$ cat src/rtl/debug_pkg.sv
// Shared constants and types for the debug dump sequencer: dump selectors,
// FSM state encoding, the ready byte and per-latch byte counts.
package debug_pkg;

  localparam logic [2:0] SEL_REGS   = 3'd0;
  localparam logic [2:0] SEL_IF_ID  = 3'd1;
  localparam logic [2:0] SEL_ID_EX  = 3'd2;
  localparam logic [2:0] SEL_EX_MEM = 3'd3;
  localparam logic [2:0] SEL_MEM_WB = 3'd4;
  localparam logic [2:0] SEL_MEM    = 3'd5;

  localparam logic [7:0] READY_BYTE = 8'h52;

  typedef enum logic [3:0] {
    S_IDLE,
    S_SNAP,
    S_FETCH,
    S_SEND,
    S_WAIT,
    S_NEXT,
    S_READY,
    S_WAIT_R,
    S_DONE
  } state_e;

  function automatic int bytes_of(input int width);
    return (width + 7) / 8;
  endfunction

  function automatic int max2(input int a, input int b);
    return (a > b) ? a : b;
  endfunction

  localparam int IF_ID_BYTES  = bytes_of(64);
  localparam int ID_EX_BYTES  = bytes_of(129);
  localparam int EX_MEM_BYTES = bytes_of(78);
  localparam int MEM_WB_BYTES = bytes_of(72);

endpackage

$ cat src/rtl/debug_dump_sequencer.sv
// Streams pipeline latches, the register file or data memory out through uart_tx,
// always ending with the ready byte. Data memory dumps need DEBUG_MEM_DUMP_EN.
module debug_dump_sequencer
  import debug_pkg::*;
#(
  parameter int SIZE          = 32,
  parameter int NUM_REGISTERS = 32,
  parameter int MEM_SIZE      = 64,
  parameter int ADDR_WIDTH    = $clog2(MEM_SIZE),
  parameter int IF_ID_SIZE    = 64,
  parameter int ID_EX_SIZE    = 129,
  parameter int EX_MEM_SIZE   = 78,
  parameter int MEM_WB_SIZE   = 72
) (
  input  logic                             i_clk,
  input  logic                             i_rst,
  input  logic                             i_req,
  input  logic [2:0]                       i_sel,
  input  logic [IF_ID_SIZE-1:0]            i_if_id,
  input  logic [ID_EX_SIZE-1:0]            i_id_ex,
  input  logic [EX_MEM_SIZE-1:0]           i_ex_mem,
  input  logic [MEM_WB_SIZE-1:0]           i_mem_wb,
  output logic [$clog2(NUM_REGISTERS)-1:0] o_reg_addr,
  input  logic [SIZE-1:0]                  i_reg_data,
  output logic [ADDR_WIDTH-1:0]            o_mem_addr,
  input  logic [SIZE-1:0]                  i_mem_data,
  output logic [7:0]                       o_tx_data,
  output logic                             o_tx_start,
  input  logic                             i_tx_done,
  output logic                             o_busy,
  output logic                             o_done
);

  localparam int BPW      = SIZE / 8;
  localparam int RA_W     = $clog2(NUM_REGISTERS);
  localparam int BIW_W    = (BPW > 1) ? $clog2(BPW) : 1;
  localparam int SHADOW_W = max2(max2(max2(IF_ID_SIZE, ID_EX_SIZE),
                                      max2(EX_MEM_SIZE, MEM_WB_SIZE)), SIZE);
  localparam int IF_ID_B  = bytes_of(IF_ID_SIZE);
  localparam int ID_EX_B  = bytes_of(ID_EX_SIZE);
  localparam int EX_MEM_B = bytes_of(EX_MEM_SIZE);
  localparam int MEM_WB_B = bytes_of(MEM_WB_SIZE);
  localparam int REG_B    = NUM_REGISTERS * BPW;
`ifdef DEBUG_MEM_DUMP_EN
  localparam int CNT_W    = 9;
  localparam int IDX_W    = max2(RA_W, ADDR_WIDTH);
  localparam int MEM_B    = MEM_SIZE * BPW;
`else
  localparam int CNT_W    = 8;
  localparam int IDX_W    = RA_W;
`endif

  state_e              state, state_nxt;
  logic [2:0]          sel;
  logic [SHADOW_W-1:0] shadow;
  logic [CNT_W-1:0]    cnt;
  logic [IDX_W-1:0]    idx;
  logic [BIW_W-1:0]    biw;
  logic                word_dump;
  logic                word_end;
  logic [SIZE-1:0]     rd_word;

`ifdef DEBUG_MEM_DUMP_EN
  assign word_dump  = (sel == SEL_REGS) || (sel == SEL_MEM);
  assign rd_word    = (sel == SEL_MEM) ? i_mem_data : i_reg_data;
  assign o_mem_addr = (state == S_FETCH && sel == SEL_MEM) ? idx[ADDR_WIDTH-1:0] : '0;
`else
  logic unused_mem;
  assign unused_mem = ^i_mem_data;
  assign word_dump  = (sel == SEL_REGS);
  assign rd_word    = i_reg_data;
  assign o_mem_addr = '0;
`endif

  assign o_reg_addr = (state == S_FETCH && sel == SEL_REGS) ? idx[RA_W-1:0] : '0;
  assign word_end   = word_dump && (biw == BIW_W'(BPW - 1));
  assign o_busy     = (state != S_IDLE);

  always_ff @(posedge i_clk) begin
    if (i_rst) state <= S_IDLE;
    else       state <= state_nxt;
  end

  always_comb begin
    state_nxt  = state;
    o_tx_start = 1'b0;
    o_tx_data  = '0;
    o_done     = 1'b0;
    case (state)
      S_IDLE:   if (i_req) state_nxt = S_SNAP;
      S_SNAP: begin
        case (sel)
          SEL_IF_ID, SEL_ID_EX, SEL_EX_MEM, SEL_MEM_WB: state_nxt = S_SEND;
          SEL_REGS:                                     state_nxt = S_FETCH;
`ifdef DEBUG_MEM_DUMP_EN
          SEL_MEM:                                      state_nxt = S_FETCH;
`endif
          default:                                      state_nxt = S_READY;
        endcase
      end
      S_FETCH:  state_nxt = S_SEND;
      S_SEND: begin
        o_tx_data  = shadow[7:0];
        o_tx_start = 1'b1;
        state_nxt  = S_WAIT;
      end
      S_WAIT: begin
        o_tx_data = shadow[7:0];
        if (i_tx_done) state_nxt = S_NEXT;
      end
      S_NEXT: begin
        // cnt still holds the pre-decrement value here
        if (cnt == CNT_W'(1)) state_nxt = S_READY;
        else if (word_end)    state_nxt = S_FETCH;
        else                  state_nxt = S_SEND;
      end
      S_READY: begin
        o_tx_data  = READY_BYTE;
        o_tx_start = 1'b1;
        state_nxt  = S_WAIT_R;
      end
      S_WAIT_R: begin
        o_tx_data = READY_BYTE;
        if (i_tx_done) state_nxt = S_DONE;
      end
      S_DONE: begin
        o_done    = 1'b1;
        state_nxt = S_IDLE;
      end
      default:  state_nxt = S_IDLE;
    endcase
  end

  always_ff @(posedge i_clk) begin
    if (i_rst) begin
      sel    <= '0;
      shadow <= '0;
      cnt    <= '0;
      idx    <= '0;
      biw    <= '0;
    end else begin
      case (state)
        S_IDLE: if (i_req) sel <= i_sel;
        S_SNAP: begin
          idx    <= '0;
          biw    <= '0;
          shadow <= '0;
          cnt    <= '0;
          case (sel)
            SEL_IF_ID:  begin shadow <= SHADOW_W'(i_if_id);  cnt <= CNT_W'(IF_ID_B);  end
            SEL_ID_EX:  begin shadow <= SHADOW_W'(i_id_ex);  cnt <= CNT_W'(ID_EX_B);  end
            SEL_EX_MEM: begin shadow <= SHADOW_W'(i_ex_mem); cnt <= CNT_W'(EX_MEM_B); end
            SEL_MEM_WB: begin shadow <= SHADOW_W'(i_mem_wb); cnt <= CNT_W'(MEM_WB_B); end
            SEL_REGS:   cnt <= CNT_W'(REG_B);
`ifdef DEBUG_MEM_DUMP_EN
            SEL_MEM:    cnt <= CNT_W'(MEM_B);
`endif
            default:    cnt <= '0;
          endcase
        end
        S_FETCH: begin
          shadow <= SHADOW_W'(rd_word);
          biw    <= '0;
        end
        S_NEXT: begin
          shadow <= shadow >> 8;
          cnt    <= cnt - CNT_W'(1);
          if (word_end) begin
            idx <= idx + IDX_W'(1);
            biw <= '0;
          end else begin
            biw <= biw + BIW_W'(1);
          end
        end
        default: ;
      endcase
    end
  end

endmodule

$ cat config.mk
export PLATFORM = sky130hd
export DESIGN_NAME = debug_dump_sequencer
export DESIGN_NICKNAME = d
export VERILOG_FILES = /design/src/rtl/debug_pkg.sv /design/src/rtl/debug_dump_sequencer.sv
export SDC_FILE = /design/constraint.sdc
export NUM_CORES = 1
export LEC_CHECK = 0
export CAP_MARGIN = 20
export CORE_AREA = 8 8 165 167
export DETAILED_ROUTE_END_ITERATION = 16
export DIE_AREA = 0 0 173 175
export PLACE_DENSITY = 0.73
export SLEW_MARGIN = 20
export SYNTH_ARGS = -nofsm -noshare
export SYNTH_HDL_FRONTEND = slang
export SYNTH_SLANG_ARGS = --single-unit
$ cat constraint.sdc
create_clock -name i_clk -period 2.4 [get_ports i_clk]
set_clock_uncertainty 0.15 [all_clocks]
set_input_delay 0.72 -clock i_clk [delete_from_list [all_inputs] [get_ports i_clk]]
set_output_delay 0.72 -clock i_clk [all_outputs]
set_load 0.02 [all_outputs]
==> results.py, run 1 <==
metrics = {
    "outcome": {
        "status": "complete, but fails checks",
        "failed_checks": "negative setup slack",
    },
    "cts": {
        "htreeDepth": 4,
        "clkLatencyLatePin_ns": 0.43,
        "path_clk_slew_ns": 0.07,
        "clock_path_buffers": 2,
        "numCtsBuffers": 17,
        "ctsRootBufferMaster": "clkbuf_16",
        "cts_tree": "done",
        "cts.sinks": 151,
        "holdBufCountCts": 0,
    },
    "job": {
        "drv_cap": 0,
    },
    "synth": {
        "synth_area_leaders": "dfxtp_1, mux2i_1, nor2_1",
        "synth.cell_area_sq_um": 8793,
        "netlist_top_cells_count": "nor2_1, dfxtp_1, clkbuf_1, mux2i_1, nor3_1",
        "async_reset_ff_frac": 0,
        "synth-main-ff-cell": "dfxtp_1",
        "seq_area_frac_synth": 0.3438,
        "yosys_warnings": 0,
        "synth_most_common_cell": "nor2_1",
        "ys_types": 58,
        "synth.ff_latch_count": 151,
        "synth_top_cell_area_share": 0.3438,
        "avgSynthCellArea_sq_um": 8.188,
        "post-synth-top-area-cell": "dfxtp_1",
        "syn-instance-count": 1074,
        "synth_edf_count": 0,
    },
    "floorplanning": {
        "core_sq_um": 24670,
        "ios": 436,
        "dieArea_sq_um": 30280,
        "start_util": 0.3564,
        "die_w_um": 173,
        "fp-row-count": 58,
        "die_h_um": 175,
    },
    "worst_setup_path": {
        "cp.depth": 6,
        "regToRegSetupSlack_ns": 0.12,
        "crit_path_top_delay_cell": "dfxtp_4",
        "critPathLaunch": "state[2]",
        "rr_startpoint": "state[2]",
        "cpMostUsedCell": "buf_6",
        "critPathMaxStageDelay_ns": 0.36,
        "path_class": "reg2out",
        "setup.worst_path.end": "o_tx_data[7]",
        "reg2regPathDepth": 9,
        "cp_max_fo": 5,
        "critPathBufInv": 3,
        "path_cells": "inv_2 -> or3_4 -> a21oi_4 -> buf_6 -> and2_4 -> buf_6",
        "crit_family": "simple AND/OR/NAND/NOR gates",
        "rr_endpoint": "shadow[68]",
        "cp.arrival_ns": 1.70,
        "worstPathRequired_ns": 1.53,
        "start_kind": "register",
        "end_kind": "output pin",
    },
    "global_routing": {
        "grt_usage": 0.2397,
        "grt_pass1_vias": 9760,
        "grt.overflow.total": 0,
        "grt_max_degree": 83,
        "grt_pass1_wl_um": 58150,
        "antenna_found_initial": 2,
    },
    "sta": {
        "fmax_mhz": 388.8,
        "finalCriticalPeriod_ns": 2.572,
        "hold_viol_final": 0,
        "worst_pin_slew_ns": 1.120,
        "drv_slew": 0,
        "fin_crit_sh": 1.072,
        "setup_violations": 13,
        "maxSlewHeadroom": 0.2526,
        "setup_ws_ns": -0.1720,
        "rsz0062_at_grt": "yes",
    },
    "placed_design": {
        "gp_congestion": 0.8488,
        "place_hpwl_um": 28690,
        "port_buffers": 397,
        "dpl.cell_count": 1748,
    },
    "route": {
        "viasPerCell": 5.596,
        "vias": 10020,
        "drt_wl_total_um": 38340,
        "drt.antenna.violating_nets": 0,
        "dr.pass1.iters": 5,
        "drt_iter0_markers": 715,
        "wl_per_cell_um": 21.40,
        "drc": 0,
    },
    "power_and_ir_drop": {
        "power_mw": 10.24,
        "ir_worst_vdd_mv": 0.4446,
        "p_leak_nw": 5.028,
        "power_density_nw_per_um2": 722.1,
    },
    "finish": {
        "stdcell_count": 1791,
        "n_fill_cell": 2207,
        "fin_util": 0.5745,
        "drive_gt1_frac": 0.1103,
        "syn2layout_area_growth_pct": 61.20,
        "nets": 1864,
    },
    "worst_hold_path": {
        "holdCritPathClass": "reg2reg",
    },
}
-- power breakdown --
part | leakage, nW | internal (mW) | switching, mW
Combinational | 3.49 | 1.92 | 2.13
Clock | 0.305 | 1.60 | 1.25
Sequential | 1.24 | 3.02 | 0.318
Total | 5.03 | 6.54 | 3.70
-- worst reg2reg max path: cells and delay by family (launching register included) --
family / cells / cell delay [ns]
and+or+nand+nor: 3 / 0.64
DFF: 1 / 0.36
buffers and inverters: 5 / 0.72
AOI/OAI and AO/OA: 1 / 0.29
-- how the worst min path moves through the flow --
stage                           from         end  slack (ns)  depth (start not counted)
after floorplan            shadow[0]   shadow[0]        0.30                          1
after global placement        cnt[4]      cnt[4]        0.31                          2
after detailed placement      cnt[4]      cnt[4]        0.32                          2
after CTS                 shadow[82]  shadow[74]        0.33                          1
after global routing      shadow[82]  shadow[74]        0.35                          1
final                     shadow[82]  shadow[74]        0.33                          1
-- cells in the final DEF (no fill, tap or decap), drive strengths merged, types with 7 or more instances in the layout --
cell,instances
clkdlybuf4s50,380
nor2,176
dfxtp,151
buf,87
mux2i,82
nor3,57
nand2,51
a221oi,51
a221o,46
nand3,44
a22oi,41
a21oi,40
o211ai,39
o21ai,30
a211oi,29
a32o,24
clkbuf,17
inv,12
and2,10
o2bb2ai,8
nand3b,7
-- logic make-up after synthesis --
logic type,after synthesis,share of synthesized area
AO/OA/AOI/OAI,322,0.2839
XOR/XNOR,5,0.004980
adder cells (fa/ha/maj),4,0.005692
buffers and inverters,127,0.06246
flip-flops,151,0.3438
multiplexers,84,0.09590
other,1,0.0004265
AND/OR/NAND/NOR,380,0.2029
-- state kept, by name, summed over array words and instances, names as in the netlist --
register and flops:
shadow 129, state 4, sel 3, biw 2, cnt 8, idx 5
-- per-layer routing --
layer / wire [um] / track usage / up-vias / share of wire
met1: 16650 / 0.3103 / 4803 / 0.43
met3: 2248 / 0.04662 / 32 / 0.059
met4: 565 / 0.05929 / 0 / 0.015
li1: - / - / 4817 / -
met2: 18870 / 0.4035 / 370 / 0.49
met5: 0 / 0 / - / 0
-- cell type report --
type,instances,area [sq um],area share
tap,330,412.9,0.02913
clock inverter,15,209.0,0.01474
antenna,2,5.005,0.0003531
sequential,151,3034,0.2141
timing repair buffer,467,4658,0.3286
multi-input combinational,803,5408,0.3815
clock buffer,17,425.4,0.03001
inverter,6,22.52,0.001589
-- stage by stage --
step           hold WS (ns)  cell area (sq um)  setup TNS [ns]  worst slack, ns
6_report             0.3319              14170          -1.423          -0.1720
4_1_cts              0.3332              14060          -1.138          -0.1826
3_5_place_dp         0.3184              13320          -6.000          -0.4352
2_1_floorplan        0.2972               8812               0         0.007893
5_1_grt              0.3481              14170          -2.166          -0.2136
3_3_place_gp         0.3105              13320          -4.160          -0.3642
-- repair_timing --
item                                    4_1_cts  5_1_grt
endpoints found under the setup margin       52       51
endpoints found under the hold margin         0        0
gates cloned                                  2        0
resized for setup                           104       20
pin swaps                                    15        2
buffers inserted                              4        2
Note: power is estimated with default switching activity, not from simulation.
==> inputs of run 2 (changes only) <==
Settings changed: CORE_AREA 8 8 165 167 to 8 8 162 164, DIE_AREA 0 0 173 175 to 0 0 170 172, PLACE_DENSITY 0.73 to 0.75.
==> results.py, run 2 (same netlist as run 1, synthesis figures left out) <==
metrics = {
    "worst_setup_path": {
        "crit_family": "simple AND/OR/NAND/NOR gates",
        "path_class": "reg2out",
        "start_kind": "register",
        "end_kind": "output pin",
        "path_cells": "inv_2 -> or3_4 -> a21oi_4 -> buf_6 -> and2_4 -> buf_6",
        "worstPathRequired_ns": 1.53,
        "crit_path_top_delay_cell": "dfxtp_4",
        "cpMostUsedCell": "buf_6",
        "critPathMaxStageDelay_ns": 0.38,
        "cp_max_fo": 5,
        "cp.arrival_ns": 1.71,
        "critPathBufInv": 3,
    },
    "placed_design": {
        "dpl_worst_slack_ns": -0.3905,
        "place_hpwl_um": 27600,
        "place_area_sq_um": 13170,
        "gp_congestion": 0.9208,
        "dpl.cell_count": 1722,
        "port_buffers": 397,
    },
    "floorplanning": {
        "core_sq_um": 23820,
        "dieArea_sq_um": 29240,
        "die_h_um": 172,
        "ios": 436,
        "fp-row-count": 57,
        "start_util": 0.3692,
        "die_w_um": 170,
    },
    "cts": {
        "clkLatencyLatePin_ns": 0.43,
        "cts_tree": "done",
        "path_clk_slew_ns": 0.07,
        "clock_path_buffers": 2,
        "holdBufCountCts": 0,
        "htreeDepth": 4,
        "cts.sinks": 151,
        "numCtsBuffers": 17,
        "ctsRootBufferMaster": "clkbuf_16",
    },
    "finish": {
        "largest_register_ffs": 129,
        "layout_common_cells": "clkdlybuf4s50_1, nor2_1, dfxtp_1",
        "fin_util": 0.5855,
        "final_area_sq_um": 13950,
        "top_regs": "shadow (129), cnt (8), idx (5)",
        "stdcell_count": 1763,
        "regMostFlops": "shadow",
        "syn2layout_area_growth_pct": 58.59,
        "layout_commonest_cell": "clkdlybuf4s50_1",
        "drive_gt1_frac": 0.09458,
        "nets": 1843,
    },
    "sta": {
        "finalCriticalPeriod_ns": 2.579,
        "worst_pin_slew_ns": 0.6258,
        "fmax_mhz": 387.8,
        "finalSetupTns_ns": -1.074,
        "rsz0062_at_grt": "yes",
        "setup_violations": 13,
        "whs_ns": 0.3272,
        "drv_slew": 0,
        "setup_ws_ns": -0.1785,
        "maxSlewHeadroom": 0.5796,
        "fin_crit_sh": 1.074,
        "hold_viol_final": 0,
    },
    "outcome": {
        "failed_checks": "negative setup slack",
        "status": "complete, but fails checks",
    },
    "route": {
        "wl_per_cell_um": 20.93,
        "vias": 9820,
        "drt.antenna.violating_nets": 0,
        "dr.pass1.iters": 5,
        "drc": 0,
        "viasPerCell": 5.570,
        "drt_iter0_markers": 738,
        "drt_wl_total_um": 36900,
    },
    "global_routing": {
        "grt_max_degree": 90,
        "grt.overflow.total": 0,
        "grt_pass1_vias": 9696,
        "grt_usage": 0.2393,
        "grt_pass1_wl_um": 55310,
        "antenna_found_initial": 2,
    },
    "power_and_ir_drop": {
        "switchingPower_mw": 3.594,
        "clkPwrFrac": 0.278,
        "p_seq_frac": 0.331,
        "ir_worst_vdd_mv": 0.5723,
        "p_leak_nw": 4.923,
        "power_density_nw_per_um2": 720.3,
        "p_int_mw": 6.451,
        "pwr-share-comb": 0.390,
        "swShare": 0.3578,
        "power_mw": 10.04,
    },
    "worst_hold_path": {
        "holdCritPathClass": "reg2reg",
    },
    "job": {
        "drv_cap": 0,
    },
}
run 2: worst paths after layout:
kind / from / endpoint / slack (ns) / cells after the start
worst min register to register: shadow[65] / shadow[57] / 0.33 / 1
worst min-delay path: shadow[65] / shadow[57] / 0.33 / 1
worst max-delay path: state[2] / o_tx_data[7] / -0.18 / 6
worst max register to register: state[2] / cnt[6] / 0.15 / 6
run 2: power by group through the flow:
stage               Sequential (mW)  Combinational (mW)  Clock (mW)
floorplan                      3.26                2.33           0
global placement               3.34                3.75           0
detailed placement             3.36                3.81           0
CTS                            3.32                3.86        2.85
global route                   3.38                4.31        2.95
finish                         3.33                3.92        2.80
run 2: repair_timing:
action,CTS,global route
setup endpoints to repair,43,26
pin swaps,12,2
setup buffers,5,2
gates resized for setup,90,20
run 2: area by class of cell:
type	instances	area, sq um
clock inverters	15	181.4
inverters	6	22.52
flip-flops and latches	151	3035
clock buffers	17	425.4
fillers	2153	9874
multi-input cells	801	5363
repair buffers	448	4511
well taps	324	405.4
diodes	1	2.502
run 2: metal layers:
layer	up-vias	GRT usage	share of wire
li1	4768	-	-
met1	4623	0.3054	0.42
met2	390	0.3988	0.49
met3	37	0.05502	0.074
met4	2	0.06865	0.017
met5	-	0	0.00024
==> inputs of run 3 (changes only) <==
Settings changed: CORE_AREA 8 8 162 164 to 8 8 165 167, DIE_AREA 0 0 170 172 to 0 0 173 175, PLACE_DENSITY 0.75 to 0.73.
==> results of run 3 <==
Final layout, timing and power as in run 1 (identical DEF).
